`src/rtl/inst_fetch_unit.sv`:
```
// ----------------------------------------------------------------------------
// inst_fetch_unit
//
// Instruction-fetch front end in front of the CPU decode stage. Acts as the
// bus master for sequential word fetches, buffers each returned word with its
// PC in a small prefetch FIFO and hands them to the CPU over valid/ready.
// A PC redirect from the CPU flushes the FIFO and any in-flight fetch.
//
// Parameters:
//   DEPTH     prefetch FIFO entries (power of two, 2..16)
//   RESET_PC  first fetch address after reset (word aligned)
//
// Ports:
//   clk             system clock, all state on the rising edge
//   W_RST           asynchronous active-low reset
//   W_ADDR          bus address of the current fetch (registered)
//   W_STB           bus request strobe (doubles as cycle)
//   W_DAT_I         bus read data, valid with W_ACK
//   W_ACK           bus acknowledge, one pulse per request
//   redirect_valid  load a new fetch PC this cycle
//   redirect_pc     new fetch PC, bits [1:0] ignored
//   inst_valid      head FIFO entry is available
//   inst_data       head instruction word
//   inst_pc         address the head word was fetched from
//   inst_ready      CPU consumes the head entry when inst_valid is high
// ----------------------------------------------------------------------------
module inst_fetch_unit #(
    parameter int          DEPTH    = 4,
    parameter logic [31:0] RESET_PC = 32'h0000_0000
) (
    input  logic        clk,
    input  logic        W_RST,
    output logic [31:0] W_ADDR,
    output logic        W_STB,
    input  logic [31:0] W_DAT_I,
    input  logic        W_ACK,
    input  logic        redirect_valid,
    input  logic [31:0] redirect_pc,
    output logic        inst_valid,
    output logic [31:0] inst_data,
    output logic [31:0] inst_pc,
    input  logic        inst_ready
);

    localparam int              PTR_W      = $clog2(DEPTH);
    localparam logic [PTR_W:0]  FULL_COUNT = (PTR_W + 1)'(DEPTH);

    // IDLE: no bus request. REQ: fetch whose data will be kept.
    // DRAIN: fetch made stale by a redirect; its data is thrown away.
    typedef enum logic [1:0] {
        IDLE  = 2'd0,
        REQ   = 2'd1,
        DRAIN = 2'd2
    } state_t;

    state_t         state;
    state_t         state_next;
    logic [31:0]    fetch_pc;
    logic [31:0]    fetch_pc_next;
    logic [31:0]    addr_q;

    logic [31:0]    fifo_data [DEPTH];
    logic [31:0]    fifo_pc   [DEPTH];
    logic [PTR_W-1:0] rd_ptr;
    logic [PTR_W-1:0] wr_ptr;
    logic [PTR_W:0]   count;
    logic [PTR_W:0]   count_next;

    logic push;
    logic pop;

    // A redirect discards both the acked word and the CPU's pop this cycle.
    assign push       = (state == REQ) && W_ACK && !redirect_valid;
    assign pop        = inst_valid && inst_ready && !redirect_valid;
    assign count_next = count + {{PTR_W{1'b0}}, push} - {{PTR_W{1'b0}}, pop};

    // ------------------------------------------------------------------
    // FSM: state register
    // ------------------------------------------------------------------
    // NOTE: every register is written with <= so all flops sample the same
    // pre-edge values; blocking assignments here would create order races.
    always_ff @(posedge clk or negedge W_RST) begin
        if (!W_RST) begin
            state <= IDLE;
        end else begin
            state <= state_next;
        end
    end

    // ------------------------------------------------------------------
    // FSM: next-state logic
    // ------------------------------------------------------------------
    // NOTE: state_next gets a default before the case so that no path leaves
    // it unassigned, which would otherwise infer a latch.
    always_comb begin
        state_next = state;
        unique case (state)
            IDLE: begin
                if (redirect_valid || (count < FULL_COUNT)) begin
                    state_next = REQ;
                end
            end
            REQ: begin
                if (redirect_valid) begin
                    // A pending request is never withdrawn, so an un-acked
                    // fetch must finish on the bus before the new PC goes out.
                    state_next = W_ACK ? REQ : DRAIN;
                end else if (W_ACK && (count_next == FULL_COUNT)) begin
                    state_next = IDLE;
                end
            end
            DRAIN: begin
                if (W_ACK) begin
                    state_next = REQ;
                end
            end
            default: state_next = IDLE;
        endcase
    end

    // ------------------------------------------------------------------
    // FSM: outputs
    // ------------------------------------------------------------------
    always_comb begin
        W_STB = (state != IDLE);
    end

    // ------------------------------------------------------------------
    // Fetch PC and bus address
    // ------------------------------------------------------------------
    always_comb begin
        if (redirect_valid) begin
            fetch_pc_next = redirect_pc & 32'hFFFF_FFFC;
        end else if (push) begin
            fetch_pc_next = fetch_pc + 32'd4;
        end else begin
            fetch_pc_next = fetch_pc;
        end
    end

    // The bus address only moves when no request is outstanding (IDLE) or
    // the outstanding one completes, keeping W_ADDR stable for a request.
    always_ff @(posedge clk or negedge W_RST) begin
        if (!W_RST) begin
            fetch_pc <= RESET_PC;
            addr_q   <= RESET_PC;
        end else begin
            fetch_pc <= fetch_pc_next;
            if ((state == IDLE) || W_ACK) begin
                addr_q <= fetch_pc_next;
            end
        end
    end

    assign W_ADDR = addr_q;

    // ------------------------------------------------------------------
    // Prefetch FIFO
    // ------------------------------------------------------------------
    always_ff @(posedge clk or negedge W_RST) begin
        if (!W_RST) begin
            rd_ptr <= '0;
            wr_ptr <= '0;
            count  <= '0;
        end else if (redirect_valid) begin
            rd_ptr <= '0;
            wr_ptr <= '0;
            count  <= '0;
        end else begin
            if (push) begin
                wr_ptr <= wr_ptr + PTR_W'(1);
            end
            if (pop) begin
                rd_ptr <= rd_ptr + PTR_W'(1);
            end
            count <= count_next;
        end
    end

    // NOTE: the storage array has no reset; an entry is only ever read after
    // it has been written, and the head outputs are forced to zero when empty.
    always_ff @(posedge clk) begin
        if (push) begin
            fifo_data[wr_ptr] <= W_DAT_I;
            fifo_pc[wr_ptr]   <= fetch_pc;
        end
    end

    assign inst_valid = (count != '0);
    assign inst_data  = inst_valid ? fifo_data[rd_ptr] : 32'd0;
    assign inst_pc    = inst_valid ? fifo_pc[rd_ptr]   : 32'd0;

endmodule
```
`config.mk`:
```
export PLATFORM = sky130hd
export DESIGN_NAME = inst_fetch_unit
export DESIGN_NICKNAME = d
export VERILOG_FILES = /design/src/rtl/inst_fetch_unit.sv
export SDC_FILE = /design/constraint.sdc
export NUM_CORES = 1
export LEC_CHECK = 0
export BUFFER_PORTS_ARGS = -buffer_cell sky130_fd_sc_hd__buf_2
export CAP_MARGIN = 20
export CORE_MARGIN = 1
export CORE_UTILIZATION = 55
export DETAILED_ROUTE_END_ITERATION = 8
export GPL_TIMING_DRIVEN = 0
export HOLD_SLACK_MARGIN = 0.06
export PLACE_DENSITY_LB_ADDON = 0.1
export SYNTH_ARGS = -nofsm -noshare
export SYNTH_HDL_FRONTEND = slang
export SYNTH_SLANG_ARGS = --single-unit
```
`constraint.sdc`:
```
create_clock -name clk -period 3.1 [get_ports clk]
set_input_delay 0.465 -clock clk [delete_from_list [all_inputs] [get_ports clk]]
set_output_delay 0.465 -clock clk [all_outputs]
set_load 0.01 [all_outputs]
```
==> results of run 1 <==
sequential cells by signal, indices dropped and copies added (netlist names):
signal and flops:
W_ADDR 32, count 3, fetch_pc 32, fifo_data 128
fifo_pc 128, rd_ptr 2, state 2, wr_ptr 2
cells in the final DEF (no fill, tap or decap), types with 3 or more instances in the layout:
cell type,n
clkinv_1,4
nand3_1,9
and3_1,20
edfxtp_1,256
or3_1,7
clkinv_2,8
clkbuf_1,29
a221o_1,18
nor2_1,24
nand2_1,32
clkbuf_8,4
nand4_1,5
nor2b_1,4
dfrtp_1,73
nor3_1,9
inv_1,12
nor4_1,3
buf_4,5
clkbuf_2,7
and2_1,65
ha_1,7
o21ai_0,17
mux4_2,64
xnor2_1,10
a21oi_1,5
mux2_2,25
xor2_1,22
buf_2,166
clkbuf_16,37
and2_4,4
buf_16,4
routing by layer:
layer  share of wire  up-vias  wire length, um  track usage
met5               0        -                0            0
met2            0.50      250            13600        0.373
li1                -     3338                -            -
met3           0.057       30             1570       0.0411
met1            0.43     3824            11900        0.329
met4           0.012        0              339       0.0541
what timing repair did:
item | CTS | global route
hold buffers | 0 | 0
gates resized for setup | 12 | 7
setup endpoints to repair | 60 | 39
worst max-delay path, stage by stage, from the launching register on:
cell,delay (ns)
dfrtp_1,0.37
buf_1,0.70
mux4_2,0.59
and2_1,0.16
buf_2,0.13
cell families after synthesis:
logic type                 synth area share
AOI/OAI and AO/OA                    0.0248
xor gates and xnor gates             0.0210
adders and majority gates           0.00808
buffers and inverters                0.0154
DFF                                   0.714
muxes                                 0.131
and+or+nand+nor                      0.0856
metrics by stage:
stage	utilization	total power [uW]	instance area [um^2]	setup WS (ns)
finish	0.670	12600	15800	0.185
global route	0.670	13300	15800	0.00279
CTS	0.670	12800	15800	0.00759
detailed placement	0.621	8720	14700	-0.528
global placement	0.616	8620	14500	-1.41
floorplan	-	7480	13300	0.102
power by group:
group	total (uW)	internal, uW	switching, uW
logic	3110	1470	1640
registers	5480	5200	278
clock network	4050	2450	1600
how the worst max path moves through the flow:
stage	endpoint	slack [ns]	startpoint
after floorplan	fifo_data[0][0]$_DFFE_PP_	0.10	redirect_valid
after global placement	fifo_pc[3][19]$_DFFE_PP_	-1.41	redirect_valid
after detailed placement	state[0]$_DFFE_PN0P_	-0.53	redirect_valid
after CTS	state[0]$_DFFE_PN0P_	0.008	count[1]$_DFF_PN0_
after global routing	inst_data[17]	0.003	rd_ptr[0]$_DFFE_PN0P_
final	inst_data[10]	0.18	rd_ptr[0]$_DFFE_PN0P_
cell type report:
cell class | instances | area, um^2
sequential | 329 | 9510
fill | 1651 | 7790
multi-input combinational | 373 | 3620
clock buffer | 49 | 1010
timing repair buffer | 168 | 933
tap | 319 | 399
buffer | 38 | 178
clock inverter | 15 | 121
inverter | 12 | 45.0
antenna | 1 | 2.50
==> reports/metrics.cfg, run 1 <==
[placement]
place_congestion = 0.818
port_buffers = 164
dp_cells = 1240
hpwl_um = 17900

[sta]
max_freq_ghz = 0.343
fin_tns_setup_ns = 0
hold_viol = 0
fin_crit_ns = 2.92
finClkSkew_ns = 0.0237
maxSlewHeadroom = 0.377
tightest_slew_ns = 0.935
period_share = 0.940
setup_viol = 0
whs_ns = 0.0945
grt_setup_unrepaired = no
drv_slew = 0

[die]
std_cell_rows = 56
fp.dieW_um = 158
die_y_um = 158
start_util = 0.564
core_region_area_um2 = 23600
dieArea_um2 = 24800
ios = 167

[layout]
area_delta_synth_final_pct = 18.8
final_cells = 1304
drive_above_1_share = 0.343
layout.nets = 1035

[routing]
routed_wl_um = 27400
antenna_left = 0
vias_per_cell = 5.71
first_pass_iters = 5
drtIter0Drc = 478
drc_errors = 0
vias = 7442
wire_per_inst_um = 21.0

[worst_setup_path]
rr_worst_depth = 12
crit_type = register to output port
worstReg2RegEnd = state[0]$_DFFE_PN0P_
worstPathMaxFanout = 10
required_ns = 2.63
r2r_setup_slack_ns = 0.26
end_kind = output port
reg2reg_from = state[1]$_DFFE_PN0P_
start_kind = register
worstPathArrival_ns = 2.45

[clock_network]
clk_pin_slew_ns = 0.06
cts.sinks = 329
post_cts_buffers = 0
root_buffer = clkbuf_16
numCtsBuffers = 36
cts_max_level = 2
cts_tree = yes
clock_latency_ns = 0.51
cts_buffer_depth = 3

[power]
p_leak_uw = 0.00594
p_per_area_nw_per_um2 = 799
vdd_drop_max_v = 0.000394

[synth]
synth_edf_count = 256
yosys.area.top_type = edfxtp_1
async_flop_share = 0.222
yosys_warnings = 0
synth_area_um2 = 13300
yosysUniqueCellTypes = 42
netlist_top_cells_count = edfxtp_1 (256), dfrtp_1 (73), and2_1 (69), mux4_2 (64), nand2_1 (32)
synthTopCellsByArea = edfxtp_1 (58%), dfrtp_1 (14%), mux4_2 (11%)
ys_ff_latch = 329
synth_flop_cell = edfxtp_1
ys_seq_area_frac = 0.714
synth_nets = 830
netlist.area_leader.share = 0.577
avgSynthCellArea_um2 = 17.7
yosysMostFrequentCell = edfxtp_1
syn_inst = 753

[grt]
grt_pass1_wl_um = 43000
grt_max_degree = 74
grt_pass1_vias = 7633
overflow = 0
antenna_found_initial = 1
grtUsageTotal = 0.231

[run_status]
status = finished, final reports clean

[job]
cap_viol_max_count = 0

[min_path]
hold_path.class = primary input to asynchronous set/reset pin

Power figures use the tool's default switching activity.
==> run 2: changes to the inputs <==
- CORE_UTILIZATION: 55 -> 52
- clock period: 3.1 -> 2.6 ns (I/O delays scaled with it)
==> run 2 against run 1 <==
Compared with the run above:
- die area is 5.7% higher
- cell count rose by 1.5%
- wire length is 1.5% higher
- clock power up 13%
- critical path depth grew 7
- total power increased by 19%
- critical path type is now register to register
- highest routed layer unchanged
==> reports/metrics.cfg, run 2 (synthesis gave the netlist of run 1 again) <==
[die]
fp.dieW_um = 162  ; was 158 um
die_y_um = 162  ; was 158 um
std_cell_rows = 58  ; was 56
start_util = 0.529  ; was 0.564
dieArea_um2 = 26300  ; was 24800 um^2
ios = 167  ; unchanged
core_region_area_um2 = 25200  ; was 23600 um^2

[layout]
n_fill_cell = 1800  ; was 1651
area_delta_synth_final_pct = 19.9  ; was 18.8%
fin_util = 0.634  ; was 0.670
drive_above_1_share = 0.364  ; was 0.343
final_cells = 1323  ; was 1304
largestRegisters = fifo_data (128), fifo_pc (128)  ; unchanged
layout.nets = 1043  ; was 1035
final_cell_mix = edfxtp_1 (256), buf_2 (167), dfrtp_1 (69)  ; was edfxtp_1 (256), buf_2 (166), dfrtp_1 (73)
final_common_cell = edfxtp_1  ; unchanged

[clock_network]
clk_pin_slew_ns = 0.06  ; about the same
cts_max_level = 2  ; unchanged
cts_hold_buf = 0  ; unchanged
cts.sinks = 329  ; unchanged
root_buffer = clkbuf_16  ; unchanged
cts_buffer_depth = 3  ; unchanged
clock_latency_ns = 0.50  ; was 0.51 ns
cts_tree = yes  ; unchanged
numCtsBuffers = 34  ; was 36

[worst_setup_path]
worstReg2RegEnd = state[0]$_DFFE_PN0P_  ; unchanged
crit_chain = nand3b_4 > nor2_4 > inv_1 > ha_1 > inv_1 > ha_2 > inv_2 > fa_2 > nand2_1 > nor4b_2 > a311oi_1  ; was buf_1 > mux4_2 > and2_1 > buf_2
r2r_setup_slack_ns = 0.07  ; was 0.26 ns
start_kind = register  ; unchanged
worstPathMaxFanout = 7  ; was 10
end_kind = register  ; was output port
slowest_stage = fa_2  ; was buf_1
cpPeakStageDelay_ns = 0.53  ; was 0.70 ns
reg2reg_from = state[1]$_DFFE_PN0P_  ; unchanged
required_ns = 2.94  ; was 2.63 ns
worstSetupEndpoint = state[0]$_DFFE_PN0P_  ; was inst_data[10]
cpMostUsedCell = inv_1
startpoint = state[1]$_DFFE_PN0P_  ; was rd_ptr[0]$_DFFE_PN0P_
worstPathArrival_ns = 2.86  ; was 2.45 ns
rr_worst_depth = 11  ; was 12
crit_type = register to register  ; was register to output port

[sta]
drv_slew = 0  ; unchanged
period_share = 0.973
grt_setup_unrepaired = yes  ; was no
maxSlewHeadroom = 0.369  ; was 0.377
fin_tns_setup_ns = 0  ; unchanged
finClkSkew_ns = 0.0113  ; was 0.0237 ns
setup_viol = 0  ; unchanged
hold_viol = 0  ; unchanged
fin_crit_ns = 2.53
max_freq_ghz = 0.395
whs_ns = 0.0264  ; was 0.0945 ns
tightest_slew_ns = 0.946  ; was 0.935 ns

[routing]
antenna_left = 0  ; unchanged
drc_errors = 0  ; unchanged
wire_per_inst_um = 21.0  ; about the same
vias = 7434  ; was 7442
routed_wl_um = 27800  ; was 27400 um
vias_per_cell = 5.62  ; was 5.71
drtIter0Drc = 563  ; was 478
first_pass_iters = 5  ; unchanged

[grt]
overflow = 0  ; unchanged
use_met3 = 0.0352  ; was 0.0411
grt_use_met2 = 0.376  ; was 0.373
use_met1 = 0.295  ; was 0.329
grt_pass1_wl_um = 43600  ; was 43000 um
top_usage_layer = met2  ; unchanged
grt_pass1_vias = 7857  ; was 7633
grtUsageTotal = 0.220  ; was 0.231
antenna_found_initial = 0  ; was 1
grt_max_degree = 74  ; unchanged

[power]
finalPower_uw = 15100  ; was 12600 uW
p_leak_uw = 0.00599  ; was 0.00594 uW
vdd_drop_max_v = 0.000550  ; was 0.000394 V
p_per_area_nw_per_um2 = 945  ; was 799 nW/um^2

[job]
cap_viol_max_count = 0  ; unchanged

[placement]
dp_cells = 1251  ; was 1240
port_buffers = 164  ; unchanged
hpwl_um = 18300  ; was 17900 um
place_congestion = 0.801  ; was 0.818

[min_path]
hold_path.class = primary input to asynchronous set/reset pin  ; unchanged

[run_status]
status = finished, final reports clean  ; unchanged

==> run 2: cell types whose count changed in the layout (fill, tap and decap cells not counted), moves of 3 or more <==
cell      before  now
buf_4          5   12
clkbuf_4       0    6
clkbuf_2       7    3
clkbuf_8       4    8
clkinv_2       8    4
dfrtp_1       73   69
dfrtp_2        0    4
buf_8          0    3
==> run 2: through the flow <==
step	setup slack, ns	area [um^2]
detailed placement	-0.681	14700
global placement	-0.599	14600
global route	-0.0600	16000
finish	0.0714	16000
CTS	-0.0913	15900
floorplan	0.0134	13300
==> run 2: where the power goes <==
group	leakage, uW	switching, uW	internal (uW)	total, uW
Sequential	0.00322	307	6210	6520
Clock	0.000526	1880	2700	4580
Combinational	0.00225	2040	1950	3990
Total	0.00599	4230	10900	15100
==> run 2: worst min path at each step <==
stage / start / end / slack, ns
finish: W_RST / W_ADDR[18]$_DFFE_PN0P_ / 0.03
global route: W_DAT_I[7] / fifo_data[2][7]$_DFFE_PP_ / 0.08
global placement: W_ADDR[1]$_DFFE_PN0P_ / W_ADDR[1]$_DFFE_PN0P_ / 0.45
floorplan: W_RST / W_ADDR[0]$_DFFE_PN0P_ / 0.09
CTS: W_RST / W_ADDR[20]$_DFFE_PN0P_ / 0.07
detailed placement: W_ADDR[1]$_DFFE_PN0P_ / W_ADDR[1]$_DFFE_PN0P_ / 0.48
==> run 2: what timing repair did <==
item,4_1_cts,5_1_grt
endpoints found under the setup margin,67,66
pin swaps,7,6
setup buffers,5,6
resized for setup,49,17
==> run 2: metal layers <==
metal / wire (um) / up-vias
met5: 0 / -
met4: 572 / 0
met3: 1350 / 48
met2: 14000 / 229
met1: 11900 / 3802
li1: - / 3355
==> run 2: worst max-delay path: cells and delay by family, from the launching register on <==
kind | cells | cell delay (ns)
compound gates | 1 | 0.07
flops | 1 | 0.42
buf+inv | 3 | 0.16
simple gates | 4 | 0.74
fa+ha+maj | 3 | 0.97
==> run 2: layout make-up <==
type	instances	area, um^2	share of cell area
Antenna cell	2	5.00	0.000313
Buffer	37	244	0.0153
Clock buffer	52	1020	0.0639
Clock inverter	9	43.8	0.00274
Inverter	12	45.0	0.00282
Multi-Input combinational cell	373	3660	0.229
Sequential cell	329	9520	0.596
Tap cell	330	413	0.0259
Timing Repair Buffer	179	1020	0.0636
